File: config.mk
export PLATFORM = sky130hd
export DESIGN_NAME = dmem_arbiter
export DESIGN_NICKNAME = d
export VERILOG_FILES = /design/src/rtl/dmem_arbiter.sv
export SDC_FILE = /design/constraint.sdc
export NUM_CORES = 1
export LEC_CHECK = 0
export ABC_AREA = 1
export BUFFER_PORTS_ARGS = -buffer_cell sky130_fd_sc_hd__buf_2
export CAP_MARGIN = 20
export CORE_MARGIN = 1
export CORE_UTILIZATION = 47
export DETAILED_ROUTE_END_ITERATION = 16
export PLACE_DENSITY = 0.92
export SYNTH_ARGS = -nofsm -noshare
export SYNTH_HDL_FRONTEND = slang
export SYNTH_SLANG_ARGS = --single-unit
File: constraint.sdc
create_clock -name clk -period 2.1 [get_ports clk]
set_input_delay 0.42 -clock clk [delete_from_list [all_inputs] [get_ports clk]]
set_output_delay 0.42 -clock clk [all_outputs]
set_load 0.02 [all_outputs]
File: src/rtl/dmem_arbiter.sv
// ---------------------------------------------------------------------------
// dmem_arbiter
//   Shares one single-port memory between the I-cache miss port (read-only)
//   and the D-cache port (read-fill and write-through). Only one transaction
//   is in flight at a time. When both sides request in the same IDLE cycle,
//   round-robin arbitration picks the side that was not granted last, so
//   neither side can starve the other. Every output is registered.
//
// Parameters
//   MEM_LAT    memory read latency (cycles from mem_en to valid mem_rdata),
//              legal range 1..7
//
// Ports
//   clk        system clock, rising edge
//   rst_n      asynchronous active-low reset
//   i_req      I-side read request (level, held until i_ack)
//   i_addr     I-side word address
//   i_rdata    I-side read data, qualified by i_ack
//   i_ack      I-side completion pulse (one cycle)
//   d_req      D-side request (level, held until d_ack)
//   d_we       D-side write (1) / read (0)
//   d_addr     D-side address
//   d_wdata    D-side write data, already byte-merged
//   d_be       D-side byte enables for writes
//   d_rdata    D-side read data, qualified by d_ack
//   d_ack      D-side completion pulse (one cycle)
//   mem_en     memory access strobe, one cycle per transaction
//   mem_we     memory write enable, qualified by mem_en
//   mem_be     memory byte enables (4'hF on reads)
//   mem_addr   memory address
//   mem_wdata  memory write data
//   mem_rdata  memory read data, valid MEM_LAT cycles after mem_en
//   busy       high in every state except IDLE
// ---------------------------------------------------------------------------
module dmem_arbiter #(
    parameter int unsigned MEM_LAT = 1
) (
    input  logic        clk,
    input  logic        rst_n,

    input  logic        i_req,
    input  logic [31:0] i_addr,
    output logic [31:0] i_rdata,
    output logic        i_ack,

    input  logic        d_req,
    input  logic        d_we,
    input  logic [31:0] d_addr,
    input  logic [31:0] d_wdata,
    input  logic [3:0]  d_be,
    output logic [31:0] d_rdata,
    output logic        d_ack,

    output logic        mem_en,
    output logic        mem_we,
    output logic [3:0]  mem_be,
    output logic [31:0] mem_addr,
    output logic [31:0] mem_wdata,
    input  logic [31:0] mem_rdata,

    output logic        busy
);

    typedef enum logic [1:0] {
        IDLE,
        ISSUE,
        WAIT,
        RESP
    } state_t;

    typedef enum logic {
        SIDE_I,
        SIDE_D
    } side_t;

    localparam logic [2:0] LAT = 3'(MEM_LAT);

    state_t     state;
    side_t      grant;       // side owning the current transaction
    side_t      last_grant;  // side granted most recently, for round-robin
    logic [2:0] wait_cnt;
    logic       pick_d;

    // D wins when it is the only requester, or on a tie when I was served last.
    always_comb begin
        pick_d = d_req && (!i_req || (last_grant == SIDE_I));
    end

    always_ff @(posedge clk or negedge rst_n) begin
        if (!rst_n) begin
            state      <= IDLE;
            grant      <= SIDE_I;
            last_grant <= SIDE_I;
            wait_cnt   <= '0;
            i_rdata    <= '0;
            i_ack      <= 1'b0;
            d_rdata    <= '0;
            d_ack      <= 1'b0;
            mem_en     <= 1'b0;
            mem_we     <= 1'b0;
            mem_be     <= '0;
            mem_addr   <= '0;
            mem_wdata  <= '0;
            busy       <= 1'b0;
        end else begin
            case (state)
                IDLE: begin
                    if (i_req || d_req) begin
                        // The mem_* registers double as the latched request
                        // fields, so later input changes cannot leak in.
                        state  <= ISSUE;
                        busy   <= 1'b1;
                        mem_en <= 1'b1;
                        if (pick_d) begin
                            grant      <= SIDE_D;
                            last_grant <= SIDE_D;
                            mem_addr   <= d_addr;
                            mem_we     <= d_we;
                            mem_wdata  <= d_wdata;
                            mem_be     <= d_we ? d_be : 4'hF;
                        end else begin
                            grant      <= SIDE_I;
                            last_grant <= SIDE_I;
                            mem_addr   <= i_addr;
                            mem_we     <= 1'b0;
                            mem_be     <= 4'hF;
                        end
                    end
                end

                ISSUE: begin
                    mem_en <= 1'b0;
                    if (mem_we) begin
                        // Writes complete without waiting for the memory.
                        state <= RESP;
                        if (grant == SIDE_D) begin
                            d_ack <= 1'b1;
                        end else begin
                            i_ack <= 1'b1;
                        end
                    end else begin
                        state    <= WAIT;
                        wait_cnt <= LAT;
                    end
                end

                WAIT: begin
                    // wait_cnt==1 marks the cycle in which mem_rdata is valid;
                    // capture it and raise ack for the following cycle.
                    if (wait_cnt <= 3'd1) begin
                        wait_cnt <= '0;
                        state    <= RESP;
                        if (grant == SIDE_D) begin
                            d_rdata <= mem_rdata;
                            d_ack   <= 1'b1;
                        end else begin
                            i_rdata <= mem_rdata;
                            i_ack   <= 1'b1;
                        end
                    end else begin
                        wait_cnt <= wait_cnt - 3'd1;
                    end
                end

                RESP: begin
                    // Requests seen here are ignored; arbitration resumes in IDLE.
                    i_ack <= 1'b0;
                    d_ack <= 1'b0;
                    busy  <= 1'b0;
                    state <= IDLE;
                end

                default: begin
                    state <= IDLE;
                end
            endcase
        end
    end

endmodule

==> results.md <==
* Hold Fails Final Rpt at 0
* Peak VDD IR at between 0.9 and 1 mV
* Max clock buf depth at 2
* Yosys cell types at 20
* Crit Path Max Fanout at 37
* GRT overflow at 0
* Hold Path Depth at 3
* Max Freq at 578 MHz
* Synth area leaders: dfrtp_1 (61%), nand2_1 (14%), o21ai_0 (6.1%)
* FF-to-FF Start: state[0]$_DFFE_PN0P_
* Share of cells above drive strength 1 at 34.5%
* Placer's final routability congestion estimate at 0.869
* Relative max-transition margin at about two thirds
* Final setup margin at 0.370 ns
* Vias per cell at 5.04
* Root buf cell: clkbuf_16
* Net Count, Synth at 798
* CTS clock-pin slew for the worst setup and hold paths at 0.06 ns
* Row Count at 40
* DRC Markers at 0
* DIE AREA at ~13000 um^2
* PortBufs at 273
* Final Non-Filler Cells at 1102
* Syn-to-layout area delta at 36.7%
* Number of global-route vias before repair at 5214
* CP endpoint: d_rdata[11]$_DFFE_PN0P_
* Startpoint types: flip-flop
* Cell taking the most area after synthesis: dfrtp_1
* WL per Instance at 15.2 um
* Total power at roughly 14 mW
* N_diodes at 0
* Tmin final at 1.73 ns
* Post-CTS resize count at 0
* Syn Area/Cell at between 8 and 9 um^2
* Die X at approximately 110 um
* Worst R2R End: d_rdata[11]$_DFFE_PN0P_
* Placed insts at ~1100
* Post-route ant nets at 0
* Outcome: complete, no violations
* Hold Path Class: in -> reg
* First-pass GRT wire length at 25.8 mm
* Yosys top cell area share at 61.0%
* Largest net degree at the start of global routing at 73
* Syn Inst Count at approximately 650
* Lkg Pwr at 4.40 nW
* RSZ-0062 raised after global routing: no
* Initial antenna violation count at 0
* H-tree depth at 4
* WP data required at about 2.4 ns
* Max-capacitance violation count at 0
* Half-perimeter wire length after placement at 12.0 mm
* Initial Util at 48.6%
* Max layer used: met4
* Critical path class: reg -> reg
* CTS tree: yes
* # clock sinks at between 100 and 150
* Crit path from: state[0]$_DFFE_PN0P_
* WL met3 at 1.17 mm
* GR Util All Layers at 26.1%
* Area of the mapped netlist at 5860 um^2
* Die height at about 110 um
* Arr. time, crit path at 2.05 ns
* Drt first pass iters at 7
* Pre-CTS WS at 0.376 ns
* Clock insertion delay at the later pin of the skew report at 0.42 ns
* Slew Viols, Final at 0
* WL final at between 15 and 20 mm
* Crit share post-route at between 80 and 90%
* Power per cell area at 1730 nW/um^2
* TNS Setup at 0 ns
* Register area share after synthesis at just over 60%
* Via count at approximately 5600
* Final setup fails at 0
* Crit path capture type: flip-flop
* Final Skew at 0.00701 ns
* Worst R2R Setup Slack at around 0.37 ns
* DR WL met2 at around 8.4 mm
* Detailed router's first-iteration violation count at 623
* Ports at approximately 270
* Number of synthesized register bits at 143
* Syn. warnings at 0
* Core ar. at 12100 um^2
* Worst r2r path cells at 5
* Met1 WL at 6.66 mm
* CTS buffer count at 17
* Layout Nets at 1066
* Slew at the pin closest to its max-slew limit at 0.500 ns
==> where the power goes <==
| part | total (mW) | leakage, nW | switching (mW) | internal [mW] |
|---|---|---|---|---|
| registers | 4.85 | 1.72 | 0.740 | 4.11 |
| clock network | 2.90 | 0.267 | 1.16 | 1.74 |
| logic | 6.12 | 2.41 | 4.10 | 2.02 |
==> worst max-delay path: stages, from the launching register on <==
cell and delay (ns):
dfrtp_1 0.41, inv_1 0.15, ha_1 0.28, nand3_2 0.31, buf_12 0.28, o21ai_0 0.20
==> metrics by stage <==
stage               hold slack (ns)  utilization (%)  area (um^2)
floorplan                     0.124                -         5860
global placement              0.401             61.7         7440
detailed placement            0.405             61.7         7440
CTS                           0.194             66.5         8020
global route                  0.223             66.5         8020
finish                        0.218             66.5         8020
==> flip-flops by register name (all words and copies together) (netlist names), 2 cells and up <==
signal / cells
mem_be: 4
wait_cnt: 3
mem_addr: 32
i_rdata: 32
mem_wdata: 32
d_rdata: 32
state: 2
==> cell type report <==
class,instances,area (um^2)
Multi-Input combinational cell,423,1910
Sequential cell,143,3580
Clock inverter,14,144
Tap cell,168,210
Clock buffer,17,425
Inverter,52,195
Fill cell,912,4040
Timing Repair Buffer,285,1550
==> layer usage <==
metal / vias to the layer above / track usage (%)
met2: 240 / 43.8
met3: 36 / 7.12
met5: - / 0
met4: 0 / 10.8
li1: 2631 / -
met1: 2649 / 31.9
==> cell usage in the layout (no fill, tap or decap) <==
master         netlist  final
buf_2               22    272
nand2_1            211    211
dfrtp_1            143    143
o21ai_0             71     71
inv_1               50     50
nor2_1              50     50
nand3_1             40     40
a31oi_1             32     32
clkbuf_16            0     17
ha_1                 7      7
buf_12               0      7
clkinvlp_4           0      5
clkinv_2             0      4
buf_4                4      4
nand2_2              2      2
nand3_2              2      2
inv_2                2      2
a21oi_1              2      2
nand4_1              2      2
o21ai_1              2      2
inv_6                0      2
bufinv_16            0      2
a21oi_4              1      1
nand3b_1             1      1
clkinv_4             0      1
dlygate4sd3_1        0      1
buf_6                0      1
==> how the worst min path moves through the flow <==
stage          slack (ns)                 endpoint  startpoint
2_1_floorplan        0.12         busy$_DFFE_PN0P_       rst_n
3_3_place_gp         0.40  i_rdata[10]$_DFFE_PN0P_       rst_n
3_5_place_dp         0.40  i_rdata[10]$_DFFE_PN0P_       rst_n
4_1_cts              0.19    mem_be[2]$_DFFE_PN0P_     d_be[2]
5_1_grt              0.22    mem_be[2]$_DFFE_PN0P_     d_be[2]
6_report             0.22    mem_be[2]$_DFFE_PN0P_     d_be[2]
==> what timing repair did <==
action	4_1_cts	5_1_grt
hold buffers	1	0
setup endpoints to repair	0	0
buffers inserted	0	0
hold endpoints to repair	51	0
==> kinds of logic (layout without fill, tap and decap cells) <==
family,after synthesis,in the layout,share of synthesized area (%)
simple gates,308,308,21.0
buf+inv,88,368,6.36
flops,143,143,61.0
compound gates,108,108,10.1
fa+ha+maj,7,7,1.49
==> synthesized netlist by cell type (all sizes together) <==
library cell and number:
nand2 213, dfrtp 143, o21ai 73, inv 52, nor2 50, nand3 42, a31oi 32, buf 29
clkbuf 7, ha 7, a21oi 3, nand4 2, nand3b 1
(Power assumes the default switching activity.)
